### src/rtl/ps2_rx_core.sv
// PS/2 device-to-host receiver: line synchronizers, ps2_clk glitch filter,
// 11-bit frame deframer (parity/stop/timeout checks) and a FWFT byte FIFO.
module ps2_rx_core #(
  parameter int FIFO_DEPTH  = 8,
  parameter int SYNC_STAGES = 2,
  parameter int FILT_LEN    = 4,
  parameter int TIMEOUT_CYC = 2000
) (
  input  logic                          clk_i,
  input  logic                          rst_i,
  input  logic                          en_i,
  input  logic                          clr_i,
  input  logic                          ps2_clk_i,
  input  logic                          ps2_dat_i,
  output logic [7:0]                    dat_o,
  output logic                          valid_o,
  input  logic                          ready_i,
  output logic [$clog2(FIFO_DEPTH):0]   cnt_o,
  output logic                          par_err_o,
  output logic                          frm_err_o,
  output logic                          ovf_o,
  output logic                          busy_o
);

  localparam int AW = $clog2(FIFO_DEPTH);
  localparam int FW = $clog2(FILT_LEN + 1);
  localparam int TW = $clog2(TIMEOUT_CYC + 1);

  typedef enum logic {IDLE, DATA} state_t;

  logic [SYNC_STAGES-1:0] clk_sync_q, dat_sync_q;
  logic                   s_clk, s_dat;

  always_ff @(posedge clk_i or posedge rst_i) begin
    if (rst_i) begin
      clk_sync_q <= '1;
      dat_sync_q <= '1;
    end else begin
      clk_sync_q <= {clk_sync_q[SYNC_STAGES-2:0], ps2_clk_i};
      dat_sync_q <= {dat_sync_q[SYNC_STAGES-2:0], ps2_dat_i};
    end
  end

  assign s_clk = clk_sync_q[SYNC_STAGES-1];
  assign s_dat = dat_sync_q[SYNC_STAGES-1];

  // Filtered clock flips only after FILT_LEN consecutive disagreeing samples.
  logic          filt_q, filt_d, filt_prev_q;
  logic [FW-1:0] fcnt_q, fcnt_d;
  logic          fall;

  always_comb begin
    filt_d = filt_q;
    fcnt_d = '0;
    if (s_clk != filt_q) begin
      if (fcnt_q == FW'(FILT_LEN - 1)) filt_d = s_clk;
      else                             fcnt_d = fcnt_q + 1'b1;
    end
  end

  always_ff @(posedge clk_i or posedge rst_i) begin
    if (rst_i) begin
      filt_q      <= 1'b1;
      filt_prev_q <= 1'b1;
      fcnt_q      <= '0;
    end else begin
      filt_q      <= filt_d;
      filt_prev_q <= filt_q;
      fcnt_q      <= fcnt_d;
    end
  end

  assign fall = filt_prev_q & ~filt_q;

  state_t        state_q;
  logic [3:0]    bitcnt_q;
  logic [8:0]    shift_q;
  logic [TW-1:0] tmo_q;
  logic          par_err_q, frm_err_q;
  logic          push_d;

  // shift_q holds {parity, data[7:0]} once nine bits are in; stop bit is live.
  assign push_d = en_i && (state_q == DATA) && fall && (bitcnt_q == 4'd9) &&
                  s_dat && (^shift_q);

  always_ff @(posedge clk_i or posedge rst_i) begin
    if (rst_i) begin
      state_q   <= IDLE;
      bitcnt_q  <= '0;
      shift_q   <= '0;
      tmo_q     <= '0;
      par_err_q <= 1'b0;
      frm_err_q <= 1'b0;
    end else begin
      par_err_q <= 1'b0;
      frm_err_q <= 1'b0;
      if (!en_i) begin
        state_q  <= IDLE;
        bitcnt_q <= '0;
        tmo_q    <= '0;
      end else begin
        case (state_q)
          IDLE: begin
            if (fall && !s_dat) begin
              state_q  <= DATA;
              bitcnt_q <= '0;
              shift_q  <= '0;
              tmo_q    <= '0;
            end
          end
          DATA: begin
            if (fall) begin
              tmo_q <= '0;
              if (bitcnt_q == 4'd9) begin
                state_q <= IDLE;
                if (!s_dat)         frm_err_q <= 1'b1;
                else if (!(^shift_q)) par_err_q <= 1'b1;
              end else begin
                shift_q  <= {s_dat, shift_q[8:1]};
                bitcnt_q <= bitcnt_q + 1'b1;
              end
            end else if (tmo_q == TW'(TIMEOUT_CYC - 1)) begin
              frm_err_q <= 1'b1;
              state_q   <= IDLE;
              tmo_q     <= '0;
            end else begin
              tmo_q <= tmo_q + 1'b1;
            end
          end
          default: state_q <= IDLE;
        endcase
      end
    end
  end

  // FIFO: pointers carry an extra wrap bit so full and empty are distinct.
  logic [7:0]  mem_q [FIFO_DEPTH];
  logic [AW:0] wr_ptr_q, wr_ptr_d, rd_ptr_q, rd_ptr_d, cnt_w;
  logic        empty, full, pop, wr_en;
  logic        ovf_q, ovf_d;

  assign cnt_w = wr_ptr_q - rd_ptr_q;
  assign empty = (cnt_w == '0);
  assign full  = (cnt_w == (AW+1)'(FIFO_DEPTH));
  assign pop   = ~empty & ready_i;
  assign wr_en = push_d & (~full | pop) & ~clr_i;

  always_comb begin
    wr_ptr_d = wr_ptr_q;
    rd_ptr_d = rd_ptr_q;
    ovf_d    = 1'b0;
    if (clr_i) begin
      wr_ptr_d = '0;
      rd_ptr_d = '0;
    end else begin
      if (wr_en) wr_ptr_d = wr_ptr_q + 1'b1;
      if (pop)   rd_ptr_d = rd_ptr_q + 1'b1;
      ovf_d = push_d & full & ~pop;
    end
  end

  always_ff @(posedge clk_i or posedge rst_i) begin
    if (rst_i) begin
      wr_ptr_q <= '0;
      rd_ptr_q <= '0;
      ovf_q    <= 1'b0;
    end else begin
      wr_ptr_q <= wr_ptr_d;
      rd_ptr_q <= rd_ptr_d;
      ovf_q    <= ovf_d;
    end
  end

  always_ff @(posedge clk_i) begin
    if (wr_en) mem_q[wr_ptr_q[AW-1:0]] <= shift_q[7:0];
  end

  assign dat_o     = empty ? 8'h00 : mem_q[rd_ptr_q[AW-1:0]];
  assign valid_o   = ~empty;
  assign cnt_o     = cnt_w;
  assign par_err_o = par_err_q;
  assign frm_err_o = frm_err_q;
  assign ovf_o     = ovf_q;
  assign busy_o    = (state_q != IDLE);

endmodule
### config.mk
export PLATFORM = sky130hd
export DESIGN_NAME = ps2_rx_core
export DESIGN_NICKNAME = d
export VERILOG_FILES = /design/src/rtl/ps2_rx_core.sv
export SDC_FILE = /design/constraint.sdc
export NUM_CORES = 1
export LEC_CHECK = 0
export ABC_AREA = 1
export CAP_MARGIN = 40
export CORE_MARGIN = 4
export CORE_UTILIZATION = 50
export CTS_BUF_LIST = sky130_fd_sc_hd__clkbuf_2 sky130_fd_sc_hd__clkbuf_4 sky130_fd_sc_hd__clkbuf_8
export DETAILED_ROUTE_END_ITERATION = 6
export MAX_ROUTING_LAYER = met4
export PLACE_DENSITY = 0.68
export REMOVE_ABC_BUFFERS = 1
export SLEW_MARGIN = 10
export SYNTH_ARGS = -nofsm -noshare
export SYNTH_HDL_FRONTEND = slang
export SYNTH_SLANG_ARGS = --single-unit
### constraint.sdc
create_clock -name clk_i -period 3.97 [get_ports clk_i]
set_clock_uncertainty 0.2 [all_clocks]
set_input_delay 0.794 -clock clk_i [delete_from_list [all_inputs] [get_ports clk_i]]
set_output_delay 0.794 -clock clk_i [all_outputs]
set_load 0.1 [all_outputs]
== Yosys cells after proc, flatten, opt, wreduce, memory -nomap -nowiden ==
Memory sizes are Yosys's and may differ from the RTL's.
Index checks and enable logic that the tools add are counted.

* Multiplexer cells: 42
* Bitwise logic cells: 13
* Reduce and logical (&&, ||, !) cells: 14
* Add/sub/neg operators: 6
* Equal/unequal tests: 11

{| class="wikitable"
|+ Operators with widths
! cell !! count
|-
| 11-bit 2-to-1 mux || 4
|-
| 4-bit 2-to-1 mux || 8
|-
| 9-bit 2-to-1 mux || 3
|-
| 11-bit one-hot mux with 2 select lines || 1
|-
| 1-bit 2-to-1 mux || 20
|-
| 9-bit one-hot mux with 2 select lines || 1
|-
| 4-bit by 1-bit adder with 4-bit output (second input constant) || 3
|-
| 11-bit by 1-bit adder with 11-bit output (second input constant) || 1
|-
| 11-bit equality test (second input constant) || 1
|-
| 3-bit != test (second input constant) || 3
|-
| 9-bit XOR reduction || 1
|-
| 4-bit equality test (second input constant) || 2
|-
| 8-bit 2-to-1 mux || 1
|-
| 4-bit one-hot mux with 2 select lines || 1
|-
| 1-bit bitwise AND || 6
|-
| 1-bit logical AND || 6
|-
| 3-bit 2-to-1 mux || 2
|-
| 2-bit != test (second input constant) || 3
|-
| 1-bit inverter || 6
|-
| 4-bit zero test || 1
|-
| 4-bit AND reduction || 1
|-
| 2-bit nonzero test || 2
|-
| 4-bit subtractor || 1
|-
| 3-bit by 1-bit adder with 3-bit output (second input constant) || 1
|-
| 7 further kinds || 7
|}

* Memories kept: 1
* RAM bits: 64
* Bits of input ports: 7
* Output and inout port bits: 17
* Bits in registers: 45
* Word-level logic and storage cells: 101

{| class="wikitable"
|+ Memory list
! name !! depth !! bits a word !! rd ports !! clocked after Yosys merged registers in !! write ports !! line !! text
|-
| mem_q || 8 || 8 || 1 || 0 || 1 || 137 || <nowiki>logic [7:0] mem_q [FIFO_DEPTH];</nowiki>
|}

== Longest topological paths before layout ==
Gate-level depths: netlist of the first run.

* Word-level depth: 10
* Depth in mapped cells: 13
* Mapped depth without buffers: 13

== Worst setup path after synthesis of the first run ==
OpenSTA, ideal clock, no wires.

* Kind: register to output
* Start point: reg rd_ptr_q[2]
* End point: out dat_o[0]
* Path buffers: 2
* Arrival time: 6.124 ns
* Stages on the path, launching flop included: 12
* Data required time: 2.976 ns
* Setup slack: -3.148 ns
* Cells stage by stage: dfrtp_1 -> clkbuf_1 -> clkbuf_1 -> inv_1 -> ha_1 -> xor2_1 -> nor2_1 -> nand2_1 -> inv_1 -> nand2_1 -> inv_2 -> a211oi_1

* Cells in the longest elaborated chain, start to end: 3
* Elaborated cells between the ends (all ways): 4
* Classes of those cells: add/sub: 1; mux: 1; reduce/logical: 1; memory: 1

{| class="wikitable"
|+ RTL lines
! element !! line !! text
|-
| start: declaration || 138 || <nowiki>logic [AW:0] wr_ptr_q, wr_ptr_d, rd_ptr_q, rd_ptr_d, cnt_w;</nowiki>
|-
| start signal: assignment || 169 || <nowiki>rd_ptr_q <= rd_ptr_d;</nowiki>
|-
| 4-bit subtractor || 142 || <nowiki>assign cnt_w = wr_ptr_q - rd_ptr_q;</nowiki>
|-
| named net cnt_o[2] || 18 || <nowiki>output logic [$clog2(FIFO_DEPTH):0] cnt_o,</nowiki>
|-
| 4-bit zero test || 143 || <nowiki>assign empty = (cnt_w == '0);</nowiki>
|-
| 8-bit 2-to-1 mux || 178 || <nowiki>assign dat_o = empty ? 8'h00 : mem_q[rd_ptr_q[AW-1:0]];</nowiki>
|-
| end: declaration || 15 || <nowiki>output logic [7:0] dat_o,</nowiki>
|}

The timed path passes the listed nets, and every way through them passes these cells.

== Final worst setup path of the first run ==
* Start point: reg wr_ptr_q[0]
* End point: out dat_o[4]

* Cells in the longest elaborated chain, start to end: 3

{| class="wikitable"
|+ RTL lines
! element !! line !! text
|-
| start: declaration || 138 ||
|-
| start signal: assignment || 168 || <nowiki>wr_ptr_q <= wr_ptr_d;</nowiki>
|-
| 4-bit subtractor || 142 ||
|-
| 4-bit zero test || 143 ||
|-
| 8-bit 2-to-1 mux || 178 ||
|}

Every way passes these cells.

==> results of run 1 <==
==> critical path, stage by stage, from the launching register on <==
cell and delay [ns]:
dfrtp_1 0.44, inv_1 0.14, ha_1 0.16, inv_1 0.06, fa_1 0.38, xor2_1 0.20, nor2_1 0.06, nand2_1 0.07
inv_1 0.04, nand2_1 0.17, inv_2 0.16, a211oi_1 0.35, buf_12 0.23
==> power by group <==
group / internal, mW / total, mW / switching [mW]
registers: 1.36 / 1.51 / 0.147
clock network: 0.242 / 0.639 / 0.397
logic: 0.745 / 2.43 / 1.69
total: 2.35 / 4.58 / 2.23
==> worst paths after layout <==
kind	start	endpoint	slack, ns	cells after the start
worst max-delay path	wr_ptr_q[0]	dat_o[4]	0.17	12
worst min-delay path	dat_sync_q[0]	dat_sync_q[1]	0.16	0
worst max register to register	wr_ptr_q[0]	mem_q[4][3]	0.96	11
worst min register to register	dat_sync_q[0]	dat_sync_q[1]	0.16	0
max in group asynchronous	rst_i	dat_sync_q[0]	2.58	3
min in group asynchronous	rst_i	rd_ptr_q[2]	0.46	2
==> registers in the layout, indices dropped and copies added (netlist names) <==
name	flops
ovf_o	1
shift_q	9
filt_prev_q	1
mem_q	64
fcnt_q	3
clk_sync_q	2
rd_ptr_q	4
tmo_q	11
bitcnt_q	4
frm_err_o	1
dat_sync_q	2
filt_q	1
par_err_o	1
wr_ptr_q	4
busy_o	1
==> cells in the mapped netlist (2+ instances only) <==
master    number  area (um^2)
a32o_1         8         80.1
o22ai_1       12         75.1
xor2_1        10         87.6
a211oi_1       8         60.1
xnor2_1        5         43.8
clkbuf_1       4         15.0
nor2_2         5         31.3
edfxtp_1      64         1920
buf_2          8         40.0
ha_1           9          113
a22oi_1        8         60.1
nor2_4         2         22.5
nand2_2        2         12.5
o21ai_1        3         15.0
inv_2         13         48.8
nand3_2        4         40.0
nor3_1         9         45.0
dfstp_2        6          158
dfrtp_1       39          976
nor2_1        33          124
nand3_1       25          125
o21ai_0        2         10.0
a21oi_1       31          155
inv_1         33          124
nor3_2         2         20.0
nand2_1       98          368
==> layout make-up <==
| cell class | instances | area share |
|---|---|---|
| sequential | 109 | 0.536 |
| timing repair buffer | 35 | 0.0799 |
| multi-input combinational | 288 | 0.291 |
| tap | 129 | 0.0283 |
| clock inverter | 7 | 0.0121 |
| clock buffer | 9 | 0.0217 |
| inverter | 47 | 0.0310 |
==> cell families (layout without fill, tap and decap cells) <==
kind of cell | after synthesis | in the layout | synth area share
and+or+nand+nor | 187 | 187 | 0.176
buffers and inverters | 60 | 98 | 0.0477
xor gates and xnor gates | 17 | 17 | 0.0333
DFF | 109 | 109 | 0.620
AOI/OAI and AO/OA | 74 | 74 | 0.0957
adders and majority gates | 10 | 10 | 0.0269
==> metal layers <==
metal  track usage  part of all wire
met4        0.0612             0.014
met2         0.313              0.51
met1         0.245              0.44
met3        0.0228             0.031
met5             -                 0
==> timing repair <==
item,CTS,global route
setup endpoints to repair,0,3
gates resized for setup,0,4
hold endpoints to repair,0,0
==> flow_metrics.tcl, run 1 <==
set metrics [dict create \
    status "complete, no violations" \
    cts.sinks 109 \
    core_area_mm2 0.00942 \
    mostFrequentLayoutCells "nand2_1, edfxtp_1, dfrtp_1" \
    layout.cells.non_filler 624 \
    vias_per_cell 5.39 \
    final_core_util 0.605 \
    drc 0 \
    min_path_type "register to register" \
    grt_max_degree 37 \
    finalWirelength_um 9730 \
    p_leak_nw 2.32 \
    ant_nets 0 \
    synth_ff_type "edfxtp_1" \
    finalSetupTns_ns 0 \
    period_minus_slack_ns 3.80 \
    cts_inserted_buffers 9 \
    vias 3366 \
    ys_types 40 \
    grtUsageTotal 0.189 \
    num_rows 35 \
    nets 507 \
    hold_slack_ns 0.161 \
    postCtsSetupBuffers 0 \
    io_buffers 23 \
    ctsHtreeMaxLevel 3 \
    multi_input_comb_area_mm2 0.00166 \
    stdcell_area_mm2 0.00570 \
    grt_pass1_wl_um 16600 \
    synth_edf_count 64 \
    ys_seq_area_frac 0.620 \
    finalMaxSlewViolations 0 \
    yosys_warnings 0 \
    place_ws_ns 0.455 \
    wire_per_inst_um 15.6 \
    power_density_mw_per_mm2 803 \
    cts_buffer_depth 2 \
    async_flop_share 0.413 \
    cp-end-kind "output port" \
    dieHeight_um 107 \
    clkLatencyLatePin_ns 0.37 \
    fp.dieArea_mm2 0.0115 \
    clk_pin_slew_ns 0.09 \
    gr-total-overflow 0 \
    ys_ff_latch 109 \
    grt_setup_unrepaired "no" \
    ir_drop_mv 0.430 \
    finalHoldViolations 0 \
    max_freq_mhz 263 \
    cts_tree "built" \
    io-pin-count 24 \
    dp.cells 608 \
    cp_max_fo 8 \
    slew_headroom 0.423 \
    syn_inst 457 \
    seq_area_mm2 0.00306 \
    final_common_cell "nand2_1" \
    setup_violations 0 \
    place.gp.congestion 0.802 \
    cp-start-kind "register" \
    p_total_mw 4.58 \
    drtIter0Drc 166 \
    dp_hpwl_um 6700 \
    die_w_um 107 \
    synth_area_mm2 0.00493 \
    maxCapViolations 0 \
    fillCellCount 744 \
    place_area_mm2 0.00549 \
    arrival_ns 2.80 \
    grt_pass1_vias 3359 \
    drt_pass1_iterations 5 \
    post-route-period-util 0.956 \
    syn-mean-instance-area_um2 10.8 \
    antenna-diode-count 0 \
    ctsRootBufferMaster "clkbuf_8" \
    worstSetupPathType "register to output port" \
    syn2layout_area_growth_pct 15.6 \
    start_util 0.523 \
    final_layout_size_suffix_gt1_frac 0.176 \
    cts_hold_buf 0 \
    worstMarginPinSlew_ns 0.863 \
    antenna_found_initial 0 \
    critPathRequiredTime_ns 2.98 \
    fin_ws_ns 0.173 \
]
No activity file was read; power rests on OpenSTA's default activity.
==> run 2, diff against run 1 <==
--- a/config.mk
+++ b/config.mk
@@ -7,7 +7,7 @@
 export LEC_CHECK = 0
 export ABC_AREA = 1
 export CAP_MARGIN = 40
-export CORE_MARGIN = 4
+export CORE_MARGIN = 2
 export CORE_UTILIZATION = 50
 export CTS_BUF_LIST = sky130_fd_sc_hd__clkbuf_2 sky130_fd_sc_hd__clkbuf_4 sky130_fd_sc_hd__clkbuf_8
 export DETAILED_ROUTE_END_ITERATION = 6
==> constraint.sdc (replaced) <==
create_clock -name clk_i -period 3.95 [get_ports clk_i]
set_clock_uncertainty 0.2 [all_clocks]
set_input_delay 0.79 -clock clk_i [delete_from_list [all_inputs] [get_ports clk_i]]
set_output_delay 0.79 -clock clk_i [all_outputs]
set_load 0.1 [all_outputs]
==> flow_metrics.tcl, run 2 (synthesis results as in run 1) <==
set metrics [dict create \
    io-pin-count 24 \
    largest_register_ffs 64 \
    critPathRequiredTime_ns 2.96 \
    worstMarginPinSlew_ns 0.802 \
    grtUsageTotal 0.203 \
    die_w_um 103 \
    drc 0 \
    vias_per_cell 5.39 \
    cts_inserted_buffers 9 \
    grt_setup_unrepaired "yes" \
    num_rows 36 \
    hold_slack_ns 0.161 \
    ctsRootBufferMaster "clkbuf_8" \
    antenna_found_initial 0 \
    core_area_mm2 0.00968 \
    place_area_mm2 0.00547 \
    worstSetupPathType "register to output port" \
    p_leak_nw 2.31 \
    power_density_mw_per_mm2 803 \
    gr-total-overflow 0 \
    arrival_ns 2.92 \
    worstHoldStart "dat_sync_q[0]" \
    dp_hpwl_um 6590 \
    maxCapViolations 0 \
    nets 505 \
    grt_pass1_vias 3112 \
    slew_headroom 0.463 \
    cp-start-kind "register" \
    cts_buffer_depth 2 \
    postCtsSetupBuffers 0 \
    finalSetupTns_ns 0 \
    start_util 0.509 \
    min_path_type "register to register" \
    cts_tree "built" \
    syn2layout_area_growth_pct 15.2 \
    drtIter0Drc 122 \
    dieHeight_um 103 \
    vias 3373 \
    place_ws_ns 0.354 \
    drt_pass1_iterations 5 \
    fin_ws_ns 0.0380 \
    grt_max_degree 35 \
    cp-end-kind "output port" \
    worstHoldEndpoint "dat_sync_q[1]" \
    status "complete, no violations" \
    io_buffers 23 \
    wire_per_inst_um 15.3 \
    fp.dieArea_mm2 0.0107 \
    finalWirelength_um 9590 \
    ant_nets 0 \
    ctsHtreeMaxLevel 3 \
    cp_max_fo 8 \
    place.gp.congestion 0.842 \
    finalHoldViolations 0 \
    whs_path_depth 0 \
    cts_hold_buf 0 \
    final_layout_size_suffix_gt1_frac 0.172 \
    final_common_cell "nand2_1" \
    finalMaxSlewViolations 0 \
    ir_drop_mv 0.649 \
    regToRegStartpoint "wr_ptr_q[0]" \
    clkLatencyLatePin_ns 0.37 \
    post-route-period-util 0.990 \
    r2r_slack_ns 0.86 \
    stdcell_area_mm2 0.00568 \
    antenna-diode-count 0 \
    setup_violations 0 \
    grt_pass1_wl_um 15700 \
    r2r-end "mem_q[2][0]" \
    mostFrequentLayoutCells "nand2_1, edfxtp_1, dfrtp_1" \
    period_minus_slack_ns 3.91 \
    clk_pin_slew_ns 0.10 \
    cts.sinks 109 \
    ff2ff_path_depth 11 \
    max_freq_mhz 256 \
]
[run 2: cell types whose count changed in the layout (fill, tap and decap cells not counted), sizes merged]
cell and change:
clkinvlp -1, buf -2, inv +1
[run 2: how the worst max path moves through the flow]
stage	start	end	slack (ns)	cells after the start
2_1_floorplan	rd_ptr_q[0]	dat_o[0]	-3.41	10
3_3_place_gp	wr_ptr_q[0]	dat_o[2]	0.47	12
3_5_place_dp	wr_ptr_q[0]	dat_o[1]	0.35	12
4_1_cts	wr_ptr_q[0]	dat_o[5]	-0.02	12
5_1_grt	wr_ptr_q[0]	dat_o[2]	-0.14	12
6_report	wr_ptr_q[0]	dat_o[2]	0.04	12
[run 2: cell type report]
cell class                      instances  area (um^2)
Clock buffer                            9          124
Inverter                               47          176
Sequential cell                       109         3060
Timing Repair Buffer                   33          440
Tap cell                              133          166
Fill cell                             811         4010
Clock inverter                          7         56.3
Multi-Input combinational cell        288         1660
[run 2: where the power goes]
| group | leakage, nW | switching [mW] | internal (mW) |
|---|---|---|---|
| clock | 0.0920 | 0.390 | 0.238 |
| sequential | 1.19 | 0.154 | 1.37 |
| combinational | 1.03 | 1.68 | 0.737 |
| total | 2.31 | 2.22 | 2.34 |
[run 2: layer usage]
metal / share of wire / wire, um / track usage / vias to the layer above
met3: 0.036 / 347 / 0.0383 / 11
met1: 0.45 / 4290 / 0.264 / 1657
li1: - / - / - / 1636
met2: 0.51 / 4870 / 0.326 / 69
met4: 0.0084 / 81 / 0.0638 / 0
met5: 0 / 0 / - / -
[run 2: worst max-delay path, cell delays in order (launching register included)]
cell and delay [ns]:
dfrtp_1 0.44, inv_1 0.14, ha_1 0.16, inv_1 0.06, fa_1 0.41, xor2_2 0.26, nor2_1 0.06, nand2_1 0.08
inv_1 0.04, nand2_1 0.16, inv_2 0.15, a211oi_1 0.36, buf_12 0.23
[run 2: what timing repair did]
action | in CTS | in global routing
setup endpoints to repair | 7 | 8
hold endpoints to repair | 0 | 0
cloned | 0 | 0
gates resized for setup | 1 | 3
[run 2: through the flow]
stage | total power [mW] | util | std cells
floorplan | 3.14 | - | 444
global placement | 3.90 | 0.556 | 604
detailed placement | 3.94 | 0.565 | 609
CTS | 4.58 | 0.584 | 625
global route | 4.77 | 0.586 | 626
finish | 4.56 | 0.586 | 626
